--- config.mk ---
export PLATFORM = sky130hd
export DESIGN_NAME = load_store_unit
export DESIGN_NICKNAME = d
export VERILOG_FILES = /design/src/rtl/lsu_pkg.sv /design/src/rtl/lsu_align.sv /design/src/rtl/load_store_unit.sv
export SDC_FILE = /design/constraint.sdc
export NUM_CORES = 1
export LEC_CHECK = 0
export CORE_MARGIN = 5
export CORE_UTILIZATION = 46
export CTS_CLUSTER_SIZE = 12
export DETAILED_ROUTE_END_ITERATION = 16
export GPL_ROUTABILITY_DRIVEN = 0
export GPL_TIMING_DRIVEN = 0
export PLACE_DENSITY = 0.77
export SYNTH_ARGS = -nofsm -noshare
export SYNTH_HDL_FRONTEND = slang
export SYNTH_SLANG_ARGS = --single-unit
--- constraint.sdc ---
create_clock -name CLK -period 5.5 [get_ports CLK]
set_clock_uncertainty 0.1 [all_clocks]
set_input_delay 1.65 -clock CLK [delete_from_list [all_inputs] [get_ports CLK]]
set_output_delay 1.65 -clock CLK [all_outputs]
set_load 0.005 [all_outputs]
--- src/rtl/lsu_pkg.sv ---
// Shared decode for the load/store unit: RISC-V funct3 widths, FSM states and
// helpers that turn funct3 into an access size and a legality flag.
package lsu_pkg;

  localparam logic [2:0] F3_B  = 3'b000;
  localparam logic [2:0] F3_H  = 3'b001;
  localparam logic [2:0] F3_W  = 3'b010;
  localparam logic [2:0] F3_BU = 3'b100;
  localparam logic [2:0] F3_HU = 3'b101;

  typedef enum logic {IDLE = 1'b0, SECOND = 1'b1} lsu_state_e;

  // Access size in bytes (1, 2 or 4); 0 marks an encoding with no load meaning.
  function automatic logic [2:0] f3_size(input logic [2:0] f3);
    case (f3)
      F3_B, F3_BU: f3_size = 3'd1;
      F3_H, F3_HU: f3_size = 3'd2;
      F3_W:        f3_size = 3'd4;
      default:     f3_size = 3'd0;
    endcase
  endfunction

  // Stores have no unsigned variants, so BU/HU are only legal on loads.
  function automatic logic f3_legal(input logic [2:0] f3, input logic wr);
    if (wr) f3_legal = (f3 == F3_B) || (f3 == F3_H) || (f3 == F3_W);
    else    f3_legal = (f3_size(f3) != 3'd0);
  endfunction

endpackage

--- src/rtl/lsu_align.sv ---
// Byte-lane datapath of the load/store unit: store shift/mask/merge and
// load extract/extend. Purely combinational.
module lsu_align
  import lsu_pkg::*;
(
  input  logic [1:0]  off_i,
  input  logic [2:0]  size_i,
  input  logic [31:0] wdata_i,
  output logic [63:0] st_shift_o,
  output logic [7:0]  st_mask_o,
  input  logic [3:0]  mrg_mask_i,
  input  logic [31:0] mrg_data_i,
  input  logic [31:0] mrg_word_i,
  output logic [31:0] mrg_o,
  input  logic [2:0]  ld_f3_i,
  input  logic [1:0]  ld_off_i,
  input  logic        ld_split_i,
  input  logic [31:0] ld_lo_i,
  input  logic [31:0] ld_hi_i,
  output logic [31:0] ld_data_o
);

  logic [7:0]  base_mask;
  logic [31:0] lane_mask;
  logic [63:0] ld_cat;
  logic [31:0] ld_sh;

  always_comb begin
    base_mask = 8'h0F;
    if (size_i == 3'd1)      base_mask = 8'h01;
    else if (size_i == 3'd2) base_mask = 8'h03;
  end

  assign st_shift_o = {32'b0, wdata_i} << {off_i, 3'b000};
  assign st_mask_o  = base_mask << off_i;

  for (genvar k = 0; k < 4; k++) begin : g_lane
    assign lane_mask[8*k +: 8] = {8{mrg_mask_i[k]}};
  end

  assign mrg_o = (mrg_word_i & ~lane_mask) | (mrg_data_i & lane_mask);

  // Upper word contributes only when the access actually straddles two words.
  assign ld_cat = {ld_split_i ? ld_hi_i : 32'b0, ld_lo_i};
  assign ld_sh  = 32'(ld_cat >> {ld_off_i, 3'b000});

  always_comb begin
    ld_data_o = ld_sh;
    case (ld_f3_i[1:0])
      2'b00:   ld_data_o = {{24{ld_sh[7]  & ~ld_f3_i[2]}}, ld_sh[7:0]};
      2'b01:   ld_data_o = {{16{ld_sh[15] & ~ld_f3_i[2]}}, ld_sh[15:0]};
      default: ld_data_o = ld_sh;
    endcase
  end

endmodule

--- src/rtl/load_store_unit.sv ---
// Byte-addressed RISC-V load/store front end for a word-wide single-port RAM
// with combinational read and synchronous write; splits word-crossing accesses.
module load_store_unit
  import lsu_pkg::*;
#(
  parameter int address_width = 1024,
  parameter int data_width    = 32
) (
  input  logic                             CLK,
  input  logic                             RST,
  input  logic                             req_valid,
  output logic                             req_ready,
  input  logic                             req_write,
  input  logic [2:0]                       funct3,
  input  logic [31:0]                      addr,
  input  logic [data_width-1:0]            wdata,
  output logic                             resp_valid,
  output logic [data_width-1:0]            rdata,
  output logic                             error,
  output logic                             MemWrite,
  output logic [$clog2(address_width)-1:0] ram_address,
  output logic [data_width-1:0]            ram_write_data,
  input  logic [data_width-1:0]            ram_read_data
);

  localparam int          AW    = $clog2(address_width);
  localparam logic [31:0] DEPTH = 32'(address_width);

  lsu_state_e    state_q, state_d;
  logic          resp_q, resp_d, err_q, err_d;
  logic [31:0]   rdata_q, rdata_d;
  logic [AW-1:0] ahi_q, ahi_d;
  logic [1:0]    off_q, off_d;
  logic [2:0]    f3_q, f3_d;
  logic          wr_q, wr_d;
  logic [3:0]    mk_q, mk_d;
  logic [31:0]   shd_q, shd_d, wlo_q, wlo_d;

  logic [2:0]  size;
  logic [31:0] a_ext, a_p1;
  logic        legal, split, bad, in_second, accept;
  logic [63:0] st_shift;
  logic [7:0]  st_mask;
  logic [31:0] mrg, ld_data;

  assign size      = f3_size(funct3);
  assign legal     = f3_legal(funct3, req_write);
  assign a_ext     = {2'b00, addr[31:2]};
  assign a_p1      = a_ext + 32'd1;
  assign split     = ({1'b0, addr[1:0]} + size) > 3'd4;
  // No wrap: a split touching past the last word is rejected outright.
  assign bad       = !legal || (a_ext >= DEPTH) || (split && (a_p1 >= DEPTH));
  assign in_second = (state_q == SECOND);
  assign accept    = !in_second && req_valid;

  lsu_align u_align (
    .off_i      (addr[1:0]),
    .size_i     (size),
    .wdata_i    (wdata),
    .st_shift_o (st_shift),
    .st_mask_o  (st_mask),
    .mrg_mask_i (in_second ? mk_q  : st_mask[3:0]),
    .mrg_data_i (in_second ? shd_q : st_shift[31:0]),
    .mrg_word_i (ram_read_data),
    .mrg_o      (mrg),
    .ld_f3_i    (in_second ? f3_q  : funct3),
    .ld_off_i   (in_second ? off_q : addr[1:0]),
    .ld_split_i (in_second),
    .ld_lo_i    (in_second ? wlo_q : ram_read_data),
    .ld_hi_i    (ram_read_data),
    .ld_data_o  (ld_data)
  );

  assign req_ready      = !in_second;
  assign ram_address    = in_second ? ahi_q : addr[AW+1:2];
  assign ram_write_data = mrg;
  assign MemWrite       = !RST && (accept ? (req_write && !bad) : (in_second && wr_q));
  assign resp_valid     = resp_q;
  assign rdata          = rdata_q;
  assign error          = err_q;

  always_comb begin
    state_d = state_q;
    resp_d  = 1'b0;
    err_d   = err_q;
    rdata_d = rdata_q;
    ahi_d   = ahi_q;
    off_d   = off_q;
    f3_d    = f3_q;
    wr_d    = wr_q;
    mk_d    = mk_q;
    shd_d   = shd_q;
    wlo_d   = wlo_q;
    if (in_second) begin
      state_d = IDLE;
      resp_d  = 1'b1;
      err_d   = 1'b0;
      rdata_d = wr_q ? 32'b0 : ld_data;
    end else if (req_valid) begin
      if (!bad && split) begin
        state_d = SECOND;
        ahi_d   = a_p1[AW-1:0];
        off_d   = addr[1:0];
        f3_d    = funct3;
        wr_d    = req_write;
        mk_d    = st_mask[7:4];
        shd_d   = st_shift[63:32];
        wlo_d   = ram_read_data;
      end else begin
        resp_d  = 1'b1;
        err_d   = bad;
        rdata_d = (bad || req_write) ? 32'b0 : ld_data;
      end
    end
  end

  always_ff @(posedge CLK or posedge RST) begin
    if (RST) begin
      state_q <= IDLE;
      resp_q  <= 1'b0;
      err_q   <= 1'b0;
      rdata_q <= 32'b0;
      ahi_q   <= '0;
      off_q   <= 2'b0;
      f3_q    <= 3'b0;
      wr_q    <= 1'b0;
      mk_q    <= 4'b0;
      shd_q   <= 32'b0;
      wlo_q   <= 32'b0;
    end else begin
      state_q <= state_d;
      resp_q  <= resp_d;
      err_q   <= err_d;
      rdata_q <= rdata_d;
      ahi_q   <= ahi_d;
      off_q   <= off_d;
      f3_q    <= f3_d;
      wr_q    <= wr_d;
      mk_q    <= mk_d;
      shd_q   <= shd_d;
      wlo_q   <= wlo_d;
    end
  end

endmodule

# Yosys cells after proc, flatten, opt, wreduce, memory -nomap -nowiden

Index checks and enable logic that the tools add are counted.
Widths: inputs -> output; s select.

Reduce and logical (&&, ||, !) cells: 23
Shift operators: 3
Equal/unequal tests: 8
Add/sub/neg operators: 2
$lt $le $gt $ge: 3
Bitwise logic cells: 8
Muxes and demuxes: 28

Operators with widths:

| kind                  | count |
|---|---|
| $mux 32               | 8 |
| $and 32x32->32        | 2 |
| $pmux 32 s2           | 1 |
| $shl 32x5->64         | 1 |
| $shr 64x5->32         | 1 |
| $not 32->32           | 1 |
| $or 32x32->32         | 1 |
| $add 30x1->31 const B | 1 |
| $ge 31x11->1 const B  | 1 |
| $ge 30x11->1 const B  | 1 |
| $mux 1                | 11 |
| $mux 10               | 1 |
| $pmux 3 s3            | 1 |
| $mux 4                | 2 |
| $mux 8                | 1 |
| $shl 8x2->8           | 1 |
| $eq 3x1->1 const B    | 2 |
| $eq 3x2->1 const B    | 2 |
| $eq 3x3->1 const B    | 2 |
| $logic_and 1x1->1     | 6 |
| $mux 3                | 2 |
| $logic_or 1x1->1      | 5 |
| $logic_not 1->1       | 4 |
| $reduce_or 2->1       | 2 |
| other kinds (13)      | 15 |

Register bits: 119
Output and inout port bits: 78
Logic and storage cells: 86
Bits of input ports: 103

# Logic depth before layout (Yosys ltp)

Gate-level depths: netlist of the first run.

Depth after elaboration: 14
Depth in mapped cells: 12

# Hierarchy

Synthesis of the first run repeated with hierarchy kept, for this count alone.

Cells, all modules: 734
Area total of the unflattened synthesis: 8,266.7 sq um

Modules (own cells, without submodules):

| module          | seq. area each (sq um) | area each (sq um) | cells an instance | instances |
|---|---|---|---|---|
| load_store_unit | 2,977.9                | 5,929.4           | 420               | 1 |
| lsu_align       | 0.0                    | 2,337.2           | 314               | 1 |

# Least setup slack after synthesis of the first run

Ideal clock, no wire load.

Path type: input to output
From: input port addr[2]
To: output port MemWrite
Cell stages on the path: 10
Path slack: -0.342 ns
Arrival time: 4.092 ns
Buffers on the path: 2
Path through: ha_1 -> clkbuf_1 -> nand2_1 -> or3_4 -> a2111oi_2 -> o22ai_1 -> or4_1 -> buf_2 -> or4_4 -> a311oi_1

Cells in the longest elaborated chain, start to end: 8
Elaborated cells on any way between the ends: 10

Ends and longest elaborated chain:

| element               | RTL line              | RTL |
|---|---|---|
| from (decl)           | load_store_unit.sv:15 | `input logic [31:0] addr,` |
| $add 30x1->31         | load_store_unit.sv:49 | `assign a_p1 = a_ext + 32'd1;` |
| $ge 31x11->1          | load_store_unit.sv:52 | `assign bad = !legal \|\| (a_ext >= DEPTH) \|\| (split && (a_p1 >= DEPTH));` |
| $logic_and 1x1->1     | load_store_unit.sv:52 |  |
| $logic_or 1x1->1 (*)  | load_store_unit.sv:52 |  |
| $logic_not 1->1 (*)   | load_store_unit.sv:77 | `assign MemWrite = !RST && (accept ? (req_write && !bad) : (in_second && wr_q));` |
| $logic_and 1x1->1 (*) | load_store_unit.sv:77 |  |
| $mux 1 (*)            | load_store_unit.sv:77 |  |
| $logic_and 1x1->1 (*) | load_store_unit.sv:77 |  |
| to (decl)             | load_store_unit.sv:20 | `output logic MemWrite,` |

Mark *: on every way between the ends. The rest lies on a longest branch, timed or not.

# Worst setup path in the final report of the first run

From: input port addr[8]
To: output port MemWrite

Same word-level chain as after synthesis.

==> metrics.yaml, run 1 <==
min_path:
  hp-class: "flip-flop to flip-flop"
floorplan:
  fp.dieW_um: 141
  rows: 47
  die_h_um: 141
  core_um2: 16600
  fp.dieArea_um2: 19800
  io_pins: 181
  initial_core_util_pct: 47.2
logic_synthesis:
  synth_common_cells: "110 x dfrtp_1, 106 x mux2_2, 78 x mux2i_1"
  synthCells: 827
  synth_warnings: 0
  async_reset_ff_share_pct: 100
  synth.cell_area_um2: 7850
  synth_top_cell_by_area: "dfrtp_1"
  synth_seq_cells: 110
  synth.avg_cell_area_um2: 9.49
  synth_most_common_cell: "dfrtp_1"
  syn-num-nets: 934
  synth-edff-count: 0
  synth_flop_cell: "dfrtp_1"
  synthDistinctLibCells: 63
  yosys-top-cells-area: "dfrtp_1 35%, mux2_2 15%, mux2i_1 9.9%"
  ys_seq_area_share_pct: 35.1
  synth_top_area_share_pct: 35.1
global_routing:
  grt_use_total_pct: 28.6
  grt_max_degree: 90
  overflow: 0
  grt_pass1_vias: 8034
  grt_pass1_wl_mm: 45.1
  antenna_found_initial: 1
sta:
  setup_viol: 1
  rsz0062_at_grt: "yes"
  final-hold-violation-count: 0
  holdWs_ns: 0.390
  fin_ws_ns: -0.581
  finalCriticalPeriod_ns: 6.08
  slew_viol_final: 0
  slew_headroom_pct: 15.9
  tightest_slew_ns: 1.26
  fin_crit_sh_pct: 111
  fmax_mhz: 164
setup_path:
  worstPathRequired_ns: 3.75
  slowest_delay_ns: 0.56
  r2r_slack_ns: 1.65
  worst_setup_path_end_kind: "output port"
  r2r_cells: 8
  startpoint: "addr[8]"
  worstPathCellList: "buf_8, nand4_1, buf_6, or2_4, buf_6, nor4_4, o22ai_1, or4_4, or4_4, a311oi_2, buf_2"
  r2r_start: "in_second"
  cp_slowest_cell: "or4_4"
  arrival_ns: 4.33
  cp-endpoint: "MemWrite"
  worstReg2RegEnd: "rdata[25]"
  cp_max_fo: 6
  cp-start-kind: "primary input"
  timing_worst_setup_path_type: "primary input to output port"
run_status:
  violations: "setup timing"
  status: "finished with violations"
route:
  wirelength_mm: 29.3
  viasPerCell: 6.37
  ant_nets: 0
  vias: 8129
  route.detailed.drc: 0
  post_drt_wl_per_cell_um: 22.9
  drtIter0Drc: 1159
  first_pass_iters: 5
cells_and_area:
  multi_input_comb_area_um2: 5000
  fin_area_um2: 10900
  diodes: 0
  final-seq-area_um2: 2750
  nets: 1159
  drive_gt1_share_pct: 26.4
  area_delta_synth_final_pct: 39.0
  nFillCells: 1314
clock_tree:
  clk_pin_slew_ns: 0.07
  clk-insertion-delay-late_ns: 0.37
  cts-root-buf: "clkbuf_16"
  clock_sinks: 110
  cts_tree: "built"
  cts_hold_buf: 0
  h-tree-depth: 3
  cts_buffers: 9
  clock_path_buffers: 2
placement:
  place_ws_ns: -1.58
  portBuffers: 179
  hpwl_mm: 20.9
  post_dp_cell_area_um2: 9980
power:
  p_leak_nw: 4.55
  power_density_nw_per_um2: 180
  irDropWorstVdd_mv: 0.160
run:
  cap_violations: 0
## kinds of logic after synthesis
kind of cell / share of synthesized area [%]
AOI/OAI and AO/OA: 19.8
and+or+nand+nor: 13.2
muxes: 25.4
DFF: 35.1
buffers and inverters: 4.56
xor gates and xnor gates: 1.12
adders and majority gates: 0.733
## timing repair
item | CTS | global route
gates cloned | 1 | 0
resized for setup | 203 | 48
setup endpoints to repair | 35 | 15
pin swaps | 23 | 11
hold endpoints to repair | 0 | 0
setup buffers | 28 | 10
## where the power goes
group / internal (W) / switching, W / total, W / leakage, nW
registers: 0.000808 / 0.0000000919 / 0.000808 / 1.48
clock network: 0.000367 / 0.000317 / 0.000683 / 0.146
logic: 0.000224 / 0.000251 / 0.000475 / 2.92
total: 0.00140 / 0.000568 / 0.00197 / 4.55
## area by class of cell
cell class                      instances  area share, %
Buffer                                 61           4.08
Timing Repair Buffer                  219           18.9
Inverter                               19          0.711
Tap cell                              220           2.52
Sequential cell                       110           25.2
Clock buffer                           11           2.22
Clock inverter                          5          0.516
Multi-Input combinational cell        632           45.8
## state kept, by name (all words and copies together), names as in the netlist
register / flops
wr_q: 1
shd_q: 24
off_q: 2
resp_valid: 1
mk_q: 3
error: 1
wlo_q: 32
rdata: 32
ahi_q: 10
in_second: 1
f3_q: 3
## through the flow
stage               TNS (ns)  std cells  total power [W]  utilization [%]
finish                -0.581       1277          0.00197             65.6
global route          -0.658       1277          0.00204             65.6
CTS                   -0.579       1268          0.00196             65.2
detailed placement    -39.47       1227          0.00125             60.0
global placement     -147.59       1226          0.00125             59.8
floorplan             -0.231        827          0.00102                -
## worst max-delay path: cells and delay by family
family	cells	cell delay (ns)
AOI/OAI and AO/OA	2	0.41
buffers and inverters	4	0.52
and+or+nand+nor	5	1.73
## layer usage
| layer | track usage, % | vias to the layer above | part of all wire [%] |
|---|---|---|---|
| li1 | - | 3551 | - |
| met1 | 37.7 | 3924 | 39 |
| met2 | 45.5 | 549 | 47 |
| met3 | 7.69 | 103 | 11 |
| met4 | 10.5 | 2 | 3.7 |
| met5 | 0 | - | 0.038 |
## placed cells by master (no fill, tap or decap), drive strengths merged, types with 7 or more instances in the layout
| cell type | Yosys | final |
|---|---|---|
| a211oi | 42 | 42 |
| a21oi | 59 | 59 |
| a22o | 9 | 9 |
| a22oi | 15 | 15 |
| a32oi | 9 | 9 |
| buf | 29 | 78 |
| clkbuf | 37 | 58 |
| clkdlybuf4s50 | 0 | 133 |
| dfrtp | 110 | 110 |
| dlygate4sd2 | 0 | 18 |
| inv | 19 | 19 |
| mux2 | 106 | 106 |
| mux2i | 78 | 78 |
| nand2 | 60 | 60 |
| nand3 | 20 | 20 |
| nand4 | 7 | 7 |
| nor2 | 64 | 64 |
| nor2b | 16 | 16 |
| nor3 | 8 | 8 |
| nor4 | 10 | 10 |
| o21ai | 28 | 28 |
| o221a | 7 | 7 |
| o2bb2ai | 31 | 31 |
| xnor2 | 8 | 8 |
## worst min-delay path by stage
| stage | depth (start not counted) | slack (ns) | from | to |
|---|---|---|---|---|
| 6_report | 1 | 0.39 | rdata[11] | rdata[11] |
| 5_1_grt | 1 | 0.42 | wlo_q[5] | wlo_q[5] |
| 4_1_cts | 1 | 0.39 | rdata[19] | rdata[19] |
| 3_5_place_dp | 1 | 0.38 | rdata[29] | rdata[29] |
| 3_3_place_gp | 1 | 0.38 | rdata[19] | rdata[19] |
| 2_1_floorplan | 2 | 0.37 | mk_q[1] | mk_q[1] |
(Power assumes the default switching activity.)
==> inputs of run 2 (changes only) <==
--- a/config.mk
+++ b/config.mk
@@ -7,6 +7,7 @@
 export LEC_CHECK = 0
 export CORE_MARGIN = 5
 export CORE_UTILIZATION = 46
+export CTS_CLUSTER_DIAMETER = 40
 export CTS_CLUSTER_SIZE = 12
 export DETAILED_ROUTE_END_ITERATION = 16
 export GPL_ROUTABILITY_DRIVEN = 0
==> results of run 2 <==
No change in the layout: final DEF, timing and power equal those of run 1.
==> inputs of run 3 (changes only) <==
--- a/config.mk
+++ b/config.mk
@@ -5,14 +5,15 @@
 export SDC_FILE = /design/constraint.sdc
 export NUM_CORES = 1
 export LEC_CHECK = 0
+export CAP_MARGIN = 15
 export CORE_MARGIN = 5
 export CORE_UTILIZATION = 46
-export CTS_CLUSTER_DIAMETER = 40
 export CTS_CLUSTER_SIZE = 12
 export DETAILED_ROUTE_END_ITERATION = 16
 export GPL_ROUTABILITY_DRIVEN = 0
 export GPL_TIMING_DRIVEN = 0
 export PLACE_DENSITY = 0.77
+export SLEW_MARGIN = 30
 export SYNTH_ARGS = -nofsm -noshare
 export SYNTH_HDL_FRONTEND = slang
 export SYNTH_SLANG_ARGS = --single-unit
==> run 3 against run 2 <==
  * The run still ends with setup timing left
  * Register-to-register slack better by 0.15 ns
  * Combinational power rose by 1%
  * Critical endpoint unchanged
  * Sequential power about the same
  * Power is 5.2% higher
  * Critical path depth is the same
  * Die area unchanged
  * Core utilization up 0.95 points
==> metrics.yaml, run 3 (synthesis gave the netlist of run 1 again) <==
cells_and_area:
  mostFrequentLayoutCell: "clkdlybuf4s50_1"
  nFillCells: 1300  # -1.1%
  diodes: 0  # unchanged
  final-seq-area_um2: 2750  # unchanged
  area_delta_synth_final_pct: 41.0
  multi_input_comb_area_um2: 5060  # +1.2%
  mostFrequentLayoutCells: "123 x clkdlybuf4s50_1, 110 x dfrtp_1, 105 x mux2_2"
  nets: 1164  # +0.43%
  fin_area_um2: 11100  # +1.5%
  drive_gt1_share_pct: 28.0  # +1.6 points
min_path:
  worstHoldPathCells: 1  # unchanged
  hp-class: "flip-flop to flip-flop"
  min_from: "rdata[16]"
  holdPathEnd: "rdata[16]"
floorplan:
  core_um2: 16600  # unchanged
  io_pins: 181  # unchanged
  initial_core_util_pct: 47.2  # unchanged
  rows: 47  # unchanged
  die_h_um: 141  # unchanged
  fp.dieW_um: 141  # unchanged
  fp.dieArea_um2: 19800  # unchanged
setup_path:
  r2r_cells: 10  # +2
  worstReg2RegEnd: "rdata[25]"
  r2r_start: "in_second"
  worstPathRequired_ns: 3.75  # about the same
  worst_setup_path_end_kind: "output port"
  cp_max_fo: 5  # -1
  worstPathCellList: "buf_8, nand4_1, buf_6, buf_6, nor4_4, and4b_1, nor3_2, or4_4, or4_4, a311oi_2, buf_2"
  arrival_ns: 4.35  # +0.02 ns
  timing_worst_setup_path_type: "primary input to output port"
  slowest_delay_ns: 0.57  # about the same
  cp_slowest_cell: "or4_4"
  r2r_slack_ns: 1.80  # +0.15 ns
  cp-start-kind: "primary input"
sta:
  slew_headroom_pct: 41.3  # +25 points
  fin_ws_ns: -0.605  # -0.0234 ns
  setup_tns_ns: -0.605  # -0.0234 ns
  final-hold-violation-count: 0  # unchanged
  slew_viol_final: 0  # unchanged
  fmax_mhz: 164  # -0.38%
  setup_viol: 1  # unchanged
  fin_crit_sh_pct: 111  # +0.43 points
  finalCriticalPeriod_ns: 6.10  # +0.0234 ns
  tightest_slew_ns: 0.873  # -0.386 ns
  rsz0062_at_grt: "yes"
power:
  seqPwrFrac_pct: 39.0  # -2.1 points
  power_switching_share_pct: 27.9  # -0.98 points
  irDropWorstVdd_mv: 0.197  # +23%
  netSwitchingPower_w: 0.000578  # +1.7%
  clock_power_share_pct: 37.7  # +3.0 points
  intPower_w: 0.00149  # +6.7%
  p_leak_nw: 4.64  # +2.1%
  comb_power_share_pct: 23.2  # -1.0 points
  power_density_nw_per_um2: 187  # +3.7%
global_routing:
  overflow: 0  # unchanged
  grt_pass1_wl_mm: 46.1  # +2.3%
  antenna_found_initial: 1  # unchanged
  grt_use_total_pct: 29.3  # +0.62 points
  grt_pass1_vias: 8183  # +1.9%
  grt_max_degree: 90  # unchanged
route:
  first_pass_iters: 5  # unchanged
  post_drt_wl_per_cell_um: 23.5  # +2.5%
  ant_nets: 0  # unchanged
  drtIter0Drc: 1117  # -3.6%
  viasPerCell: 6.40  # +0.50%
  vias: 8202  # +0.90%
  route.detailed.drc: 0  # unchanged
  wirelength_mm: 30.1  # +2.9%
clock_tree:
  h-tree-depth: 3  # unchanged
  clk-insertion-delay-late_ns: 0.36  # about the same
  clock_sinks: 110  # unchanged
  cts_tree: "built"
  cts-root-buf: "clkbuf_16"
  clock_path_buffers: 2  # unchanged
  cts_buffers: 9  # unchanged
  clk_pin_slew_ns: 0.08  # about the same
placement:
  portBuffers: 179  # unchanged
  post_dp_cell_area_um2: 9990  # +0.13%
  hpwl_mm: 20.9  # +0.32%
  place_ws_ns: -1.62  # -0.0377 ns
run_status:
  status: "finished with violations"
  violations: "setup timing"
run:
  cap_violations: 0  # unchanged
[run 3: worst max-delay path: cells and delay by family]
| kind | cells | cell delay, ns |
|---|---|---|
| buffers and inverters | 4 | 0.51 |
| and+or+nand+nor | 6 | 1.90 |
| AOI/OAI and AO/OA | 1 | 0.30 |
[run 3: metrics by stage]
step / utilization (%) / std cells / hold WS (ns) / power, W
global route: 66.5 / 1282 / 0.415 / 0.00214
detailed placement: 60.1 / 1227 / 0.373 / 0.00125
floorplan: - / 827 / 0.374 / 0.00102
finish: 66.5 / 1282 / 0.390 / 0.00207
CTS: 65.9 / 1275 / 0.394 / 0.00205
global placement: 59.8 / 1226 / 0.376 / 0.00125
[run 3: area by class of cell]
| class | count | share of cell area [%] |
|---|---|---|
| clock inverters | 5 | 0.938 |
| clock buffers | 11 | 2.19 |
| well taps | 220 | 2.49 |
| inverters | 19 | 0.746 |
| multi-input cells | 632 | 45.7 |
| flip-flops and latches | 110 | 24.9 |
| repair buffers | 224 | 19.2 |
| plain buffers | 61 | 3.94 |
[run 3: power groups by stage]
stage | Sequential [W] | Combinational [W] | Clock (W)
floorplan | 0.000825 | 0.000190 | 0
global placement | 0.000825 | 0.000421 | 0
detailed placement | 0.000825 | 0.000429 | 0
CTS | 0.000808 | 0.000460 | 0.000781
global route | 0.000808 | 0.000509 | 0.000822
finish | 0.000808 | 0.000480 | 0.000781
[run 3: routing by layer]
| layer | share of wire (%) | routed length, µm | up-vias | track usage (%) |
|---|---|---|---|---|
| met5 | 0.023 | 7 | - | 0 |
| met4 | 3.7 | 1120 | 2 | 9.99 |
| met3 | 11 | 3170 | 87 | 7.08 |
| met2 | 47 | 14300 | 541 | 47.6 |
| met1 | 38 | 11600 | 4008 | 38.3 |
| li1 | - | - | 3564 | - |
[run 3: what timing repair did]
| action | 4_1_cts | 5_1_grt |
|---|---|---|
| hold buffers | 0 | 0 |
| endpoints found under the setup margin | 41 | 12 |
| pin swaps | 25 | 15 |
| buffers inserted | 35 | 8 |
| hold endpoints to repair | 0 | 0 |
| gates resized for setup | 244 | 46 |
| cloned | 1 | 0 |
[run 3: worst max path at each step]
stage / from / endpoint / slack (ns) / cells past startpoint
floorplan: addr[2] / MemWrite / -0.23 / 10
global placement: addr[8] / MemWrite / -1.59 / 11
detailed placement: addr[4] / MemWrite / -1.62 / 10
CTS: addr[14] / MemWrite / -0.56 / 11
global route: addr[10] / MemWrite / -0.69 / 11
finish: addr[10] / MemWrite / -0.60 / 11
